===== src/rtl/clk_speed_gen.sv =====
// clk_speed_gen: programmable-frequency 50%-duty clock generator.
// The half-period limit floor(CLK_HZ/(2*f)), clamped to at least 1, comes from
// an on-block restoring divider, one quotient bit per clock. A new limit waits
// in a shadow register and is applied at the next half-period boundary, so
// clkout never produces a runt half-period.
//
// Optional feature macro: CLK_SPEED_PULSE_EN (adds the 'tick' output).
//
// Ports:
//   clkin    system clock, rising edge
//   rst      asynchronous active-high reset
//   clken    count enable; counter and clkout freeze while low
//   freq_wr  one-cycle strobe requesting a new frequency
//   freq_in  requested frequency in Hz, sampled on freq_wr && !busy
//   busy     division or load in progress; writes are ignored while high
//   pending  a computed limit waits for the next half-period boundary
//   running  active limit is nonzero, clkout toggles
//   clkout   generated clock
//   tick     (CLK_SPEED_PULSE_EN only) one-cycle strobe with each clkout rise
module clk_speed_gen #(
  parameter int unsigned CLK_HZ       = 50000000,
  parameter int unsigned FREQ_W       = 10,
  parameter int unsigned DIV_W        = 32,
  parameter int unsigned DEFAULT_FREQ = 1
) (
  input  logic              clkin,
  input  logic              rst,
  input  logic              clken,
  input  logic              freq_wr,
  input  logic [FREQ_W-1:0] freq_in,
  output logic              busy,
  output logic              pending,
  output logic              running,
  output logic              clkout
`ifdef CLK_SPEED_PULSE_EN
  ,
  output logic              tick
`endif
);

  localparam int unsigned DVS_W = FREQ_W + 1;
  localparam int unsigned TRL_W = DVS_W + 1;
  localparam int unsigned IDX_W = $clog2(DIV_W + 1);

  // Elaboration-time limit for the reset frequency.
  function automatic logic [DIV_W-1:0] limit_of(input int unsigned f);
    longint unsigned q;
    if (f == 0) return '0;
    q = 64'(CLK_HZ) / (64'(2) * 64'(f));
    if (q == 0) return DIV_W'(1);
    return DIV_W'(q);
  endfunction

  localparam logic [DIV_W-1:0] DEF_LIMIT = limit_of(DEFAULT_FREQ);
  localparam logic [DIV_W-1:0] DIVIDEND  = DIV_W'(CLK_HZ);

  typedef enum logic [1:0] {
    S_IDLE = 2'd0,
    S_DIV  = 2'd1,
    S_LOAD = 2'd2
  } state_t;

  state_t            state_q, state_d;
  logic [DVS_W-1:0]  dvs_q, dvs_d;
  logic [DVS_W-1:0]  rem_q, rem_d;
  logic [DIV_W-1:0]  quo_q, quo_d;
  logic [IDX_W-1:0]  idx_q, idx_d;
  logic [DIV_W-1:0]  shadow_q, shadow_d;
  logic [DIV_W-1:0]  limit_q, limit_d;
  logic [DIV_W-1:0]  count_q, count_d;
  logic              pending_q, pending_d;
  logic              clkout_q, clkout_d;
  logic              busy_q, busy_d;
  logic              running_q, running_d;
  logic [TRL_W-1:0]  trial;
  logic              ge;
`ifdef CLK_SPEED_PULSE_EN
  logic              tick_q, tick_d;
`endif

  // Restoring divide step: the quotient register starts as the dividend and
  // shifts its MSB into the partial remainder while quotient bits enter at the LSB.
  assign trial = {rem_q, quo_q[DIV_W-1]};
  assign ge    = (trial >= {1'b0, dvs_q});

  // Next-state logic for divider, half-period counter and outputs.
  always_comb begin
    state_d   = state_q;
    dvs_d     = dvs_q;
    rem_d     = rem_q;
    quo_d     = quo_q;
    idx_d     = idx_q;
    shadow_d  = shadow_q;
    limit_d   = limit_q;
    count_d   = count_q;
    pending_d = pending_q;
    clkout_d  = clkout_q;
`ifdef CLK_SPEED_PULSE_EN
    tick_d    = 1'b0;
`endif

    // Counter; a stopped generator takes a pending limit at once.
    if (limit_q == '0) begin
      if (pending_q) begin
        limit_d   = shadow_q;
        pending_d = 1'b0;
        count_d   = '0;
      end
    end else if (clken) begin
      if (count_q == limit_q - DIV_W'(1)) begin
        count_d  = '0;
        clkout_d = ~clkout_q;
`ifdef CLK_SPEED_PULSE_EN
        tick_d   = ~clkout_q;
`endif
        if (pending_q) begin
          limit_d   = shadow_q;
          pending_d = 1'b0;
        end
      end else begin
        count_d = count_q + DIV_W'(1);
      end
    end

    // Divider FSM; a LOAD overrides a same-cycle shadow take so the newest result wins.
    unique case (state_q)
      S_IDLE: begin
        if (freq_wr) begin
          rem_d = '0;
          if (freq_in != '0) begin
            dvs_d   = {freq_in, 1'b0};
            quo_d   = DIVIDEND;
            idx_d   = IDX_W'(DIV_W - 1);
            state_d = S_DIV;
          end else begin
            dvs_d   = '0;
            quo_d   = '0;
            state_d = S_LOAD;
          end
        end
      end
      S_DIV: begin
        rem_d = ge ? DVS_W'(trial - {1'b0, dvs_q}) : DVS_W'(trial);
        quo_d = {quo_q[DIV_W-2:0], ge};
        if (idx_q == '0) begin
          state_d = S_LOAD;
        end else begin
          idx_d = idx_q - IDX_W'(1);
        end
      end
      S_LOAD: begin
        shadow_d  = (quo_q == '0 && dvs_q != '0) ? DIV_W'(1) : quo_q;
        pending_d = 1'b1;
        state_d   = S_IDLE;
      end
      default: state_d = S_IDLE;
    endcase

    busy_d    = (state_d != S_IDLE);
    running_d = (limit_d != '0);
  end

  // State registers.
  always_ff @(posedge clkin or posedge rst) begin
    if (rst) begin
      state_q   <= S_IDLE;
      dvs_q     <= '0;
      rem_q     <= '0;
      quo_q     <= '0;
      idx_q     <= '0;
      shadow_q  <= '0;
      limit_q   <= DEF_LIMIT;
      count_q   <= '0;
      pending_q <= 1'b0;
      clkout_q  <= 1'b0;
      busy_q    <= 1'b0;
      running_q <= (DEF_LIMIT != '0);
`ifdef CLK_SPEED_PULSE_EN
      tick_q    <= 1'b0;
`endif
    end else begin
      state_q   <= state_d;
      dvs_q     <= dvs_d;
      rem_q     <= rem_d;
      quo_q     <= quo_d;
      idx_q     <= idx_d;
      shadow_q  <= shadow_d;
      limit_q   <= limit_d;
      count_q   <= count_d;
      pending_q <= pending_d;
      clkout_q  <= clkout_d;
      busy_q    <= busy_d;
      running_q <= running_d;
`ifdef CLK_SPEED_PULSE_EN
      tick_q    <= tick_d;
`endif
    end
  end

  assign busy    = busy_q;
  assign pending = pending_q;
  assign running = running_q;
  assign clkout  = clkout_q;
`ifdef CLK_SPEED_PULSE_EN
  assign tick    = tick_q;
`endif

endmodule


===== config.mk =====
export PLATFORM = sky130hd
export DESIGN_NAME = clk_speed_gen
export DESIGN_NICKNAME = d
export VERILOG_FILES = /design/src/rtl/clk_speed_gen.sv
export SDC_FILE = /design/constraint.sdc
export NUM_CORES = 1
export LEC_CHECK = 0
export BUFFER_PORTS_ARGS = -buffer_cell sky130_fd_sc_hd__buf_2
export CAP_MARGIN = 20
export CELL_PAD_IN_SITES_DETAIL_PLACEMENT = 1
export CELL_PAD_IN_SITES_GLOBAL_PLACEMENT = 1
export CORE_AREA = 2 2 129 131
export DETAILED_ROUTE_END_ITERATION = 12
export DIE_AREA = 0 0 131 133
export GPL_TIMING_DRIVEN = 0
export PLACE_DENSITY = 0.84
export RECOVER_POWER = 25
export SLEW_MARGIN = 20
export SYNTH_ARGS = -nofsm -noshare
export SYNTH_HDL_FRONTEND = slang
export SYNTH_SLANG_ARGS = --single-unit
export TNS_END_PERCENT = 1

===== constraint.sdc =====
create_clock -name clkin -period 13.85 [get_ports clkin]
set_clock_uncertainty 0.05 [all_clocks]
set_input_delay 2.77 -clock clkin [delete_from_list [all_inputs] [get_ports clkin]]
set_output_delay 2.77 -clock clkin [all_outputs]
set_load 0.02 [all_outputs]

; ---- Word-level counts from Yosys, hierarchy flattened
; Cells that the tools add are included.
[word_totals]
in_bits = 14
latch_bits = 0
n_memories = 0
out_inout_bits = 4
mem_bits_rw = 0
wordCells = 73
romBits = 0
ff_bits = 162
[classes]
n_bitwise = 2
eq_ne = 7
magnitude_cmp = 1
n_div = 0
n_shift = 0
n_mul = 0
reduce_logical = 19
n_mux = 28
n_addsub = 4
[op_table]
columns = cell, count
row1 = 32-bit 2-to-1 mux, 10
row2 = 32-bit zero test, 2
row3 = 32-bit case mux with 2 select lines, 1
row4 = 11-bit 2-to-1 mux, 3
row5 = "32-bit by 1-bit adder with 32-bit output, second input constant", 1
row6 = 32-bit equality test, 1
row7 = 32-bit nonzero test, 1
row8 = "32-bit by 1-bit subtractor with 32-bit output, second input constant", 1
row9 = 26-bit 2-to-1 mux, 1
row10 = 11-bit case mux with 2 select lines, 1
row11 = 6-bit 2-to-1 mux, 3
row12 = 12-bit by 11-bit >= comparator with 1-bit output, 1
row13 = 6-bit case mux with 2 select lines, 1
row14 = 11-bit nonzero test, 1
row15 = 11-bit subtractor, 1
row16 = 10-bit nonzero test, 1
row17 = "2-bit != test, second input constant", 4
row18 = 2-bit AND reduction, 4
row19 = 6-bit zero test, 1
row20 = 2-bit 2-to-1 mux, 3
row21 = 2-bit nonzero test, 3
row22 = 3-bit nonzero test, 2
row23 = "6-bit by 1-bit subtractor with 6-bit output, second input constant", 1
row24 = 1-bit 2-to-1 mux, 4
row25 = 8 further kinds, 9

; ---- Longest topological paths before layout
[logic_depth]
ltp_word = 6
mapped_depth = 13
depth_no_buf = 11

; ---- Least setup slack after synthesis
; No wires, ideal clock.
[synth_path]
kind = input port to flip-flop
start = input freq_wr
end = register idx_q[3]
cell_stages = 7
setup_time_ns = 0.083
t_required_ns = 13.717
slack_ns = 9.549
arrival_time_ns = 4.168
path_buffers = 2
path_cell_list = or3b_2 -> clkbuf_1 -> a31oi_1 -> or2_2 -> clkbuf_1 -> o21ai_0 -> o21ai_0
[synth_between]
elab_chain_len = 2
[synth_rtl]
columns = element, line_no
row1 = "start, declared", 29  ; input logic freq_wr,
row2 = 2-bit != test (no source line), -
row3 = 4-bit AND reduction (no source line), -
row4 = "end signal, assigned", 186  ; idx_q <= idx_d;
row5 = "end, declared", 67  ; logic [IDX_W-1:0] idx_q, idx_d;
; No other way between the ends.
; A chain may end at the register's enable or synchronous reset.

; ---- Worst setup path in the final report
[layout_path]
start = register limit_q[8]
end = register limit_q[17]
[layout_between]
elab_chain_len = 5
word_cells_on_any_way = 6
classes_between = add/sub (1) / eq/ne (1) / mux (3) / reduce/logical (1)
[layout_rtl]
columns = element, line_no
row1 = "start, declared", 69  ; logic [DIV_W-1:0] limit_q, limit_d;
row2 = "start signal, assigned", 188  ; limit_q <= limit_d;
row3 = 32-bit by 1-bit subtractor with 32-bit output, 110  ; if (count_q == limit_q - DIV_W'(1)) begin
row4 = 32-bit equality test, 110
row5 = 32-bit 2-to-1 mux, 110
row6 = 32-bit 2-to-1 mux, 109  ; end else if (clken) begin
row7 = 32-bit 2-to-1 mux *, 103  ; if (limit_q == '0) begin
row8 = net limit_d[17], 69
; The timed path passes the listed nets; every way through them passes the cells marked *.

==> impl_table.tex <==
\begin{tabular}{lr}
\hline
Metric & Value \\
\hline
\multicolumn{2}{l}{\textbf{Layout}} \\
\quad Area delta synth->final & 11.8\% \\
\quad Filler cell count & 1799 \\
\quad Ratio of cells with drive above 1 in the final layout & 11.7\% \\
\quad Final non-filler cell total & 1128 \\
\quad Antenna cell count & 0 \\
\quad Most common cell after layout, fill and taps aside & sky130\_fd\_sc\_hd\_\_dfrtp\_1 \\
\quad Final core occ & 58.8\% \\
\quad Nets & 924 \\
\quad Highest-count cells in the layout ignoring fill and taps & 148 x sky130\_fd\_sc\_hd\_\_dfrtp\_1, 91 x sky130\_fd\_sc\_hd\_\_nand2\_1, 75 x sky130\_fd\_sc\_hd\_\_nor2\_1, 46 x sky130\_fd\_sc\_hd\_\_nand3\_1, 41 x sky130\_fd\_sc\_hd\_\_clkbuf\_1 \\
\multicolumn{2}{l}{\textbf{Clock network}} \\
\quad Post-cts gate resize count & 0 \\
\quad Total CTS buffers & 17 \\
\quad Clock-pin transition on the worst setup and hold timing paths & 60 ps \\
\quad Clock latency on the worst-skew pair & 440 ps \\
\quad Root Buffer Master & sky130\_fd\_sc\_hd\_\_clkbuf\_16 \\
\quad Maximum count of clock buffers along a single path & 2 \\
\quad H-tree levels & 4 \\
\quad Clock tree from TritonCTS & built \\
\quad Setup fix buffers added after clock tree synthesis & 0 \\
\quad Hold buffer count at cts & 0 \\
\quad TritonCTS sink count & 161 \\
\multicolumn{2}{l}{\textbf{Worst setup path}} \\
\quad Chain of cells forming the critical path & clkbuf\_1, or4\_1, clkbuf\_1, or4\_1, clkbuf\_1, nor4\_1, xnor2\_1, nor4\_1, nand4\_1, o41ai\_4, buf\_4, mux2\_1 \\
\quad Kind of start point of the critical path & register \\
\quad Cell type of the slowest stage on the worst timing path & sky130\_fd\_sc\_hd\_\_o41ai\_4 \\
\quad Destination of the worst register-to-register timing path & limit\_q[17]\$\_DFF\_PP0\_ \\
\quad Worst Reg2Reg Path Length in Cells & 12 \\
\quad Sort of element at the end of the critical path & register \\
\quad CP most frequent cell & sky130\_fd\_sc\_hd\_\_clkbuf\_1 \\
\quad Data arrival, critical path & 5070 ps \\
\quad Highest fanout seen on the critical path & 10 \\
\quad Reg-to-reg critical path startpoint & limit\_q[8]\$\_DFF\_PP0\_ \\
\quad Worst setup path category & reg2reg \\
\quad Beginning of the critical path & limit\_q[8]\$\_DFF\_PP0\_ \\
\quad Capture point of the worst path & limit\_q[17]\$\_DFF\_PP0\_ \\
\quad CP Data Required Time & 14110 ps \\
\quad Slowest cell delay on critical path & 680 ps \\
\quad Setup slack on the worst flop-to-flop path & 9040 ps \\
\multicolumn{2}{l}{\textbf{Timing}} \\
\quad Final Slew Violations & 61 \\
\quad Aggregate negative setup slack & 0 ps \\
\quad Maximum clock frequency & 0.208 GHz \\
\quad Final setup fails & 0 \\
\quad Final worst path period need & 4810 ps \\
\quad Worst slew margin relative to its limit & -86.3\% \\
\quad Number of hold violations in the final report & 0 \\
\quad RSZ-0062 raised after global routing & false \\
\quad Transition time at the pin with the least slew margin & 2780 ps \\
\quad Period utilisation layout & 34.7\% \\
\multicolumn{2}{l}{\textbf{Yosys}} \\
\quad Warning count from the yosys run & 0 \\
\quad Number of flops mapped to enable cells by yosys & 0 \\
\quad Net count of the mapped netlist & 887 \\
\quad Post-synthesis cell type count & 60 \\
\quad Mean Syn Cell Area & 9.91 sq um \\
\quad Post-synth top flop & sky130\_fd\_sc\_hd\_\_dfrtp\_1 \\
\quad Post-synth design cell area & 0.00850 sq mm \\
\quad Yosys reg bits & 161 \\
\quad Async SR Flop Fraction & 100\% \\
\quad Number of instances in the synthesized netlist & 858 \\
\quad Part of the Yosys area used for sequential elements & 47.6\% \\
\multicolumn{2}{l}{\textbf{Global route}} \\
\quad Antenna violations before repair & 0 \\
\quad Met2 demand-to-capacity share in global routing & 51.4\% \\
\quad First-pass GRT wire length & 39200 microns \\
\quad Met3 Track Usage GR & 5.22\% \\
\quad Via count of the first global-routing pass & 7405 \\
\quad Maximum number of pins on one net before global-route repair & 102 \\
\quad GRT Overall Usage & 29.2\% \\
\quad Overflow after GRT & 0 \\
\quad Busiest layer in global routing & met2 \\
\quad Met1 GRT Util & 34.4\% \\
\multicolumn{2}{l}{\textbf{Placed design}} \\
\quad IO Port Bufs & 17 \\
\quad HPWL after detailed placement & 17300 microns \\
\quad Routability Congestion & 0.896 \\
\quad Placed Cells & 1096 \\
\multicolumn{2}{l}{\textbf{Floorplanning}} \\
\quad CORE AREA & 0.0162 sq mm \\
\quad Horizontal die dimension & 131 microns \\
\quad Count of boundary I/O pins & 18 \\
\quad Die outline height & 133 microns \\
\quad Initial Utilization & 52.6\% \\
\quad Die Outline Area & 0.0174 sq mm \\
\quad Number of rows in the core area & 47 \\
\multicolumn{2}{l}{\textbf{Pwr}} \\
\quad Static Leak & 0.00423 uW \\
\quad Worst vdd rail ir drop & 0.139 mV \\
\quad Power Dens Cells & 247 mW/mm\^{}2 \\
\multicolumn{2}{l}{\textbf{Routing}} \\
\quad Drt first pass iters & 4 \\
\quad Vias per inst & 6.00 \\
\quad Initial DRC Count & 302 \\
\quad Wirelength per Cell & 21.1 microns \\
\quad Final routed DRC violation total & 0 \\
\quad Residual antenna-violating net count after detailed routing & 0 \\
\quad Routed via count & 6764 \\
\quad Routed wire length & 23800 microns \\
\multicolumn{2}{l}{\textbf{Run status}} \\
\quad Violations in the final reports & max-capacitance violations, max-slew violations \\
\quad Outcome & finished, violations left \\
\multicolumn{2}{l}{\textbf{Min path}} \\
\quad Worst min path class & reg2reg \\
\multicolumn{2}{l}{\textbf{Run}} \\
\quad Number of max-capacitance violations reported & 1 \\
\hline
\end{tabular}
layout make-up:
cell class | count | area (sq um) | share of cell area, %
plain buffers | 42 | 169 | 1.78
clock buffers | 21 | 450 | 4.74
clock inverters | 11 | 155 | 1.63
inverters | 39 | 148 | 1.55
multi-input cells | 616 | 4150 | 43.7
flip-flops and latches | 161 | 4050 | 42.5
well taps | 220 | 275 | 2.90
repair buffers | 18 | 113 | 1.18
power by group:
| group | internal [uW] | switching, uW |
|---|---|---|
| clock | 290 | 197 |
| combinational | 419 | 638 |
| sequential | 633 | 174 |
| total | 1340 | 1010 |
critical path: cells and delay by family (launching register included):
family	cells	cell delay, ps
simple gates	5	2120
buf+inv	4	960
compound gates	1	680
flops	1	360
mux	1	360
xor+xnor	1	150
registers in the layout, indices dropped and copies added (netlist names), 2 cells and up:
| name | flops |
|---|---|
| idx_q | 6 |
| count_q | 32 |
| limit_q | 32 |
| rem_q | 11 |
| quo_q | 32 |
| dvs_q | 10 |
| state_q | 2 |
| shadow_q | 32 |
Yosys cell counts, drive strengths merged (2+ instances only):
library cell / count / area [sq um]
o21ai: 35 / 175
a31oi: 4 / 25.0
mux2i: 14 / 140
nor3b: 2 / 15.0
dfrtp: 148 / 3700
o311a: 2 / 20.0
nor4: 33 / 206
clkbuf: 37 / 139
nand2b: 2 / 12.5
buf: 5 / 30.0
inv: 39 / 146
nand3: 46 / 230
or3: 6 / 37.5
a211oi: 2 / 15.0
mux2: 60 / 676
a21o: 3 / 22.5
nor3: 23 / 115
a21boi: 2 / 15.0
and3: 10 / 62.6
dfstp: 13 / 342
o211ai: 4 / 30.0
nor2: 75 / 282
and4: 2 / 17.5
nor2b: 6 / 37.5
xnor2: 40 / 350
nand2: 91 / 342
xor2: 35 / 307
nand4: 22 / 138
a2111oi: 2 / 17.5
or3b: 2 / 17.5
a221o: 13 / 130
or2: 6 / 37.5
and2: 4 / 25.0
o31ai: 9 / 67.6
nand4b: 4 / 35.0
ha: 14 / 175
or4: 11 / 82.6
a21oi: 8 / 40.0
a211o: 3 / 26.3
o221a: 2 / 22.5
a311oi: 2 / 17.5
o2bb2ai: 5 / 43.8
how the worst min path moves through the flow:
stage,from,endpoint,slack [ps],cells past startpoint
finish,clkout$_DFFE_PP0P_,clkout$_DFFE_PP0P_,410,1
global route,clkout$_DFFE_PP0P_,clkout$_DFFE_PP0P_,440,1
CTS,clkout$_DFFE_PP0P_,clkout$_DFFE_PP0P_,420,1
detailed placement,clkout$_DFFE_PP0P_,clkout$_DFFE_PP0P_,410,1
global placement,clkout$_DFFE_PP0P_,clkout$_DFFE_PP0P_,400,1
floorplan,rem_q[10]$_DFFE_PP0P_,rem_q[10]$_DFFE_PP0P_,400,2
metrics by stage:
step / total power (uW) / hold WS (ps) / area [sq um] / setup slack, ps
6_report: 2350 / 413 / 9510 / 9040
5_1_grt: 2510 / 436 / 9510 / 8780
4_1_cts: 2350 / 419 / 9510 / 8850
3_5_place_dp: 1830 / 411 / 8900 / 8870
3_3_place_gp: 1750 / 402 / 8860 / 5210
2_1_floorplan: 1510 / 401 / 8500 / 6700
routing by layer:
metal  vias to the layer above  share of wire (%)
met2                       122                 53
met3                        60                3.1
met1                      3448                 40
li1                       3134                  -
met4                         0                3.5
met5                         -                  0
cells by family (layout without fill, tap and decap cells):
| kind of cell | after synthesis | in the layout | synth area share (%) |
|---|---|---|---|
| XOR/XNOR | 75 | 75 | 7.73 |
| flip-flops | 161 | 161 | 47.6 |
| multiplexers | 74 | 74 | 9.60 |
| AO/OA/AOI/OAI | 105 | 105 | 8.98 |
| buffers and inverters | 81 | 131 | 3.71 |
| adder cells (fa/ha/maj) | 15 | 15 | 2.30 |
| AND/OR/NAND/NOR | 347 | 347 | 20.1 |
Power figures use the tool's default switching activity.
